$ cat src/rtl/muldiv_sequencer.sv
// rtl/muldiv_sequencer.sv - RV32M iterative multiply/divide sequencer (optional MULDIV_FAST_MUL_EN single-cycle multiply)
module muldiv_sequencer #(
    parameter int WIDTH = 32,
    parameter int CNT_W = 6
) (
    input  logic             clk,
    input  logic             rst_n,
    input  logic             start,
    input  logic [2:0]       funct3,
    input  logic [WIDTH-1:0] op_a,
    input  logic [WIDTH-1:0] op_b,
    input  logic             flush,
    output logic             stall,
    output logic             busy,
    output logic             done,
    output logic [WIDTH-1:0] result
);

    typedef enum logic [1:0] {IDLE, CALC, DONE} state_t;

    state_t             state;
    logic [CNT_W-1:0]   count;
    logic [2:0]         f3;
    logic               neg;
    logic [WIDTH-1:0]   mcand;
    // Multiply: {high, low} product, low half starts as the multiplier.
    // Divide: high half is the partial remainder, low half the dividend/quotient.
    logic [2*WIDTH-1:0] prod;

    logic               sa_in, sb_in, neg_in;
    logic [WIDTH-1:0]   mag_a, mag_b;
    logic               div_zero, div_ovf;
    logic [WIDTH-1:0]   special_res;
    logic [WIDTH:0]     mul_sum;
    logic [WIDTH+1:0]   div_diff;
    logic [WIDTH:0]     div_shift;
    logic [2*WIDTH-1:0] prod_nx;
    logic [2*WIDTH-1:0] prod_signed;
    logic [WIDTH-1:0]   final_res;

    // Operand sign handling and special-divide detection, evaluated on the request.
    always_comb begin
        sa_in  = op_a[WIDTH-1] & (funct3 == 3'b001 || funct3 == 3'b010 ||
                                  funct3 == 3'b100 || funct3 == 3'b110);
        sb_in  = op_b[WIDTH-1] & (funct3 == 3'b001 || funct3 == 3'b100 || funct3 == 3'b110);
        // Remainder follows the dividend; everything else negates when signs differ.
        neg_in = (funct3 == 3'b110) ? sa_in : (sa_in ^ sb_in);
        mag_a  = sa_in ? (~op_a + 1'b1) : op_a;
        mag_b  = sb_in ? (~op_b + 1'b1) : op_b;
        div_zero = funct3[2] && (op_b == '0);
        div_ovf  = (funct3 == 3'b100 || funct3 == 3'b110) &&
                   (op_a == {1'b1, {(WIDTH-1){1'b0}}}) && (op_b == '1);
        if (funct3[1])
            special_res = div_zero ? op_a : '0;
        else
            special_res = div_zero ? '1 : {1'b1, {(WIDTH-1){1'b0}}};
    end

    // One shift-add or restoring-divide step, plus sign correction of the step's outcome.
    always_comb begin
        mul_sum   = {1'b0, prod[2*WIDTH-1:WIDTH]} + (prod[0] ? {1'b0, mcand} : '0);
        div_shift = {prod[2*WIDTH-1:WIDTH], prod[WIDTH-1]};
        div_diff  = {1'b0, div_shift} - {2'b00, mcand};
        if (!f3[2])
            prod_nx = {mul_sum, prod[WIDTH-1:1]};
        else if (!div_diff[WIDTH+1])
            prod_nx = {div_diff[WIDTH-1:0], prod[WIDTH-2:0], 1'b1};
        else
            prod_nx = {div_shift[WIDTH-1:0], prod[WIDTH-2:0], 1'b0};
        prod_signed = neg ? (~prod_nx + 1'b1) : prod_nx;
        case (f3)
            3'b000:         final_res = prod_signed[WIDTH-1:0];
            3'b001, 3'b010,
            3'b011:         final_res = prod_signed[2*WIDTH-1:WIDTH];
            3'b100, 3'b101: final_res = neg ? (~prod_nx[WIDTH-1:0] + 1'b1) : prod_nx[WIDTH-1:0];
            default:        final_res = neg ? (~prod_nx[2*WIDTH-1:WIDTH] + 1'b1)
                                            : prod_nx[2*WIDTH-1:WIDTH];
        endcase
    end

`ifdef MULDIV_FAST_MUL_EN
    logic signed [WIDTH:0]     fast_a, fast_b;
    logic signed [2*WIDTH+1:0] fast_p;
    logic [WIDTH-1:0]          fast_res;

    // Single-cycle multiply on sign-extended (WIDTH+1)-bit operands.
    always_comb begin
        fast_a   = {(op_a[WIDTH-1] & (funct3 == 3'b001 || funct3 == 3'b010)), op_a};
        fast_b   = {(op_b[WIDTH-1] & (funct3 == 3'b001)), op_b};
        fast_p   = fast_a * fast_b;
        fast_res = (funct3 == 3'b000) ? fast_p[WIDTH-1:0] : fast_p[2*WIDTH-1:WIDTH];
    end
`endif

    // Sequencer FSM with registered done/result.
    always_ff @(posedge clk or negedge rst_n) begin
        if (!rst_n) begin
            state  <= IDLE;
            count  <= '0;
            f3     <= '0;
            neg    <= 1'b0;
            mcand  <= '0;
            prod   <= '0;
            done   <= 1'b0;
            result <= '0;
        end else begin
            done <= 1'b0;
            case (state)
                IDLE: begin
                    if (start && !flush) begin
                        f3    <= funct3;
                        neg   <= neg_in;
                        count <= '0;
                        if (div_zero || div_ovf) begin
                            result <= special_res;
                            done   <= 1'b1;
                            state  <= DONE;
                        end
`ifdef MULDIV_FAST_MUL_EN
                        else if (!funct3[2]) begin
                            result <= fast_res;
                            done   <= 1'b1;
                            state  <= DONE;
                        end
`endif
                        else begin
                            mcand <= mag_b;
                            prod  <= {{WIDTH{1'b0}}, mag_a};
                            state <= CALC;
                        end
                    end
                end
                CALC: begin
                    if (flush) begin
                        state <= IDLE;
                    end else begin
                        prod  <= prod_nx;
                        count <= count + 1'b1;
                        if (count == CNT_W'(WIDTH-1)) begin
                            result <= final_res;
                            done   <= 1'b1;
                            state  <= DONE;
                        end
                    end
                end
                default: state <= IDLE;
            endcase
        end
    end

    assign busy  = (state != IDLE);
    assign stall = rst_n & (((state == IDLE) & start & ~flush) | (state == CALC));

endmodule

$ cat config.mk
export PLATFORM = sky130hd
export DESIGN_NAME = muldiv_sequencer
export DESIGN_NICKNAME = d
export VERILOG_FILES = /design/src/rtl/muldiv_sequencer.sv
export SDC_FILE = /design/constraint.sdc
export NUM_CORES = 1
export LEC_CHECK = 0
export CORE_UTILIZATION = 35
export DETAILED_ROUTE_END_ITERATION = 6
export PLACE_DENSITY = 0.48
export SYNTH_ARGS = -nofsm -noshare
export SYNTH_HDL_FRONTEND = slang
export SYNTH_SLANG_ARGS = --single-unit
$ cat constraint.sdc
create_clock -name clk -period 5.9 [get_ports clk]
set_clock_uncertainty 0.1 [all_clocks]
set_input_delay 1.18 -clock clk [delete_from_list [all_inputs] [get_ports clk]]
set_output_delay 1.18 -clock clk [all_outputs]
set_load 0.01 [all_outputs]
==> metrics <==
Critical Path, Cell by Cell buf_4 > and2_1 > ha_1 > a21oi_1 > o21ai_0 > a211oi_1 > a21oi_1 > mux2i_1 > o221ai_1 > a31oi_1 > buf_4 > nand4_1 > or4_1 > or4_1 > nand4_1 > o21ai_1; number of flops mapped to enable cells by yosys 0; R2R Setup Slk roughly 0.43 ns; Top FF cell, synth dfrtp_1; sink of the worst hold path result[1]; vias in the first global route around 16,000; worst flop-to-flop path endpoint result[31]; Iter 0 DRT Violations between 1,500 and 2,000; # nets final 2,354; fin cells roughly 2,800; CTS tree built; final worst setup slack roughly 0.43 ns; post-synthesis sequential area ratio 22.7%; post-synthesis cell type count 89; Max-slew headroom 10.5%; share of post-route cells with drive strength above 1 7.69%; area of the mapped netlist around 16,000 µm²; Pins Over Slew Limit 0; syn avg cell area 7.31 µm²; CP startpoint prod[0]; total wire length 72,400 µm; clk_lat worst skew 0.51 ns; Crit Path Class flip-flop to flip-flop; clock sinks between 100 and 150; post-cts hold buffer count 0; Syn Nets 2,265; first-pass GRT wire length approximately 110,000 µm; row count 76; Synth-to-Final Area Change 17.3%; Hold Crit Class flip-flop to flip-flop; largest net degree at the start of global routing between 100 and 150; routed via count 17,200; CP required between 6 and 7 ns; Design Power about 8600 µW; GRT Util Overall roughly 33%; Fin Setup TNS 0 ns; final setup vio count 0; hpwl dp around 56,000 µm; Fin. Hold Viols 0; Initial Util between 30 and 40%; Placeable Area around 43,000 µm²; status complete, no violations; FFs w/ async S/R, synth between 90% and 100%; Die Ht 213 µm; antenna violations before repair 1; routed len/inst between 20 and 30 µm; Residual DRC 0; Critical Path AT approximately 5.7 ns; Hold Path Depth 2; PortBufs ~110; Tmin final 5.47 ns; gpl congestion approximately 0.95; Max VDD drop approximately 0.24 mV; CTS Root Cell clkbuf_16; FF-to-FF Start prod[0]; Worst Max-Slew Pin Slew around 1.3 ns; Final Cycle Share around 93%; Pre-Repair DR Iteration Count 7; Sequential Area ~3500 µm²; io pins 106; CP delay by family, top compound AO/OA/AOI/OAI gates; Max-Cap Viols 0; Mapped Cells about 2,100; Crit path depth 16; hold_sp result[1]; DR vias/cell just over 6; PwrDens 474 nW/µm²; startpoint types flip-flop; Max Clk Rate between 0.15 and 0.2 GHz; Die Area around 45,000 µm²; Yosys warning count 0; H-Tree Depth 4; number of synthesized register bits about 140; clk slew on worst S/H paths 0.07 ns; placed cells between 2,000 and 3,000; die width between 200 and 250 µm; maximum clock insertion buffer count 2; GRT overflow 0; CP endpoint kind flip-flop; CTS Buf Count 17; Worst Path Max Fanout 13; RSZ-0062 raised after global routing no; LEAKAGE approximately 0.0073 µW; reg2reg path depth 16; Setup WS pre-CTS approximately 0.41 ns; Multi-input gate area 11,300 µm²; Slowest Stage Delay on Critical Path 0.65 ns; Crit path buffers/inverters 2; post-layout util about two fifths; slowest CP cell or4_1; Routed Antenna Nets 0; Fillers ~4,600
[Yosys cell counts, types with 12 or more instances]
cell	n	share of area (%)
nor3_1	68	2.2
and2_1	47	1.9
nand2b_1	26	1.0
a211oi_1	18	0.87
o211ai_1	29	1.4
a31oi_1	43	1.7
xnor2_1	76	4.3
nor2b_1	13	0.52
nor2_1	204	4.9
a22oi_1	12	0.58
inv_1	61	1.5
nand3_1	44	1.4
nand2_1	235	5.7
buf_2	18	0.58
nor4_1	21	0.85
o31ai_1	23	1.1
dfrtp_1	141	23
a22o_1	22	1.2
mux2i_1	43	2.8
o21ai_0	197	6.4
o221ai_1	15	0.85
o21ai_1	16	0.52
nand4_1	38	1.5
xor2_1	66	3.7
clkbuf_1	90	2.2
a21o_1	28	1.4
ha_1	70	5.6
o21a_1	12	0.58
or3_1	26	1.0
a21oi_1	184	5.9
[registers in the layout, indices dropped and copies added, names as in the netlist]
signal / flops
count: 6
state: 2
neg: 1
done: 1
f3: 3
prod: 64
mcand: 32
result: 32
[layout by cell type (no fill, tap or decap), types with 10 or more instances in the layout]
master	count
a211oi_1	17
a21o_1	28
a21oi_1	184
a22o_1	22
a22oi_1	12
a31oi_1	43
and2_1	47
and3_1	11
buf_4	87
clkbuf_16	17
clkdlybuf4s50_1	104
dfrtp_1	139
ha_1	70
inv_1	61
mux2_2	11
mux2i_1	43
nand2_1	235
nand2b_1	25
nand3_1	44
nand4_1	38
nor2_1	202
nor2b_1	12
nor3_1	67
nor3b_1	11
nor4_1	20
o211ai_1	29
o21a_1	11
o21ai_0	197
o21ai_1	16
o221ai_1	15
o31ai_1	22
o41ai_1	10
or3_1	26
or4_1	11
xnor2_1	76
xor2_1	66
[cells by family after synthesis]
| logic type | share of synthesized area (%) |
|---|---|
| AOI/OAI and AO/OA | 30.4 |
| buffers and inverters | 4.84 |
| xor gates and xnor gates | 8.02 |
| and+or+nand+nor | 24.5 |
| DFF | 22.7 |
| adders and majority gates | 5.90 |
| muxes | 3.57 |
[power breakdown]
group          total [µW]  internal (µW)  switching [µW]  leakage [µW]
combinational        5840           2050            3790       0.00513
sequential           1490           1180             315       0.00182
clock                1280            780             501      0.000319
total                8620           4010            4610       0.00727
[what timing repair did]
| action | in CTS | in global routing |
|---|---|---|
| buffers inserted | 0 | 2 |
| endpoints found under the setup margin | 0 | 4 |
| gates resized for setup | 0 | 3 |
[stage by stage]
stage                     area [µm²]  hold WS (ns)
after floorplan                15500         0.365
after CTS                      18200         0.397
after global placement         17500         0.374
after global routing           18200         0.425
after detailed placement       17500         0.382
final                          18200         0.392
[worst reg2reg max path, stage by stage, from the launching register on]
cell      delay, ns
dfrtp_1        0.52
buf_4          0.26
and2_1         0.16
ha_1           0.40
a21oi_1        0.47
o21ai_0        0.44
a211oi_1       0.48
a21oi_1        0.16
mux2i_1        0.19
o221ai_1       0.19
a31oi_1        0.21
buf_4          0.16
nand4_1        0.24
or4_1          0.65
or4_1          0.49
nand4_1        0.09
o21ai_1        0.10
[area by class of cell]
class	instances	area share, %
Tap cell	585	4.02
Timing Repair Buffer	194	9.59
Clock inverter	11	1.04
Antenna cell	2	0.0275
Clock buffer	21	2.59
Sequential cell	141	19.4
Multi-Input combinational cell	1794	62.0
Inverter	63	1.30
[worst max-delay path by stage]
stage / to / slack (ns)
after floorplan: result[18] / 0.97
after global placement: result[30] / 0.48
after detailed placement: result[18] / 0.41
after CTS: result[18] / 0.39
after global routing: result[26] / 0.06
final: result[31] / 0.43
[routing by layer]
layer	GRT usage (%)	vias up	share of wire (%)
li1	-	8030	-
met1	45.9	8357	46
met2	44.7	717	40
met3	11.2	103	10
met4	13.9	0	3.7
met5	0	-	0
No activity file was read; power rests on OpenSTA's default activity.
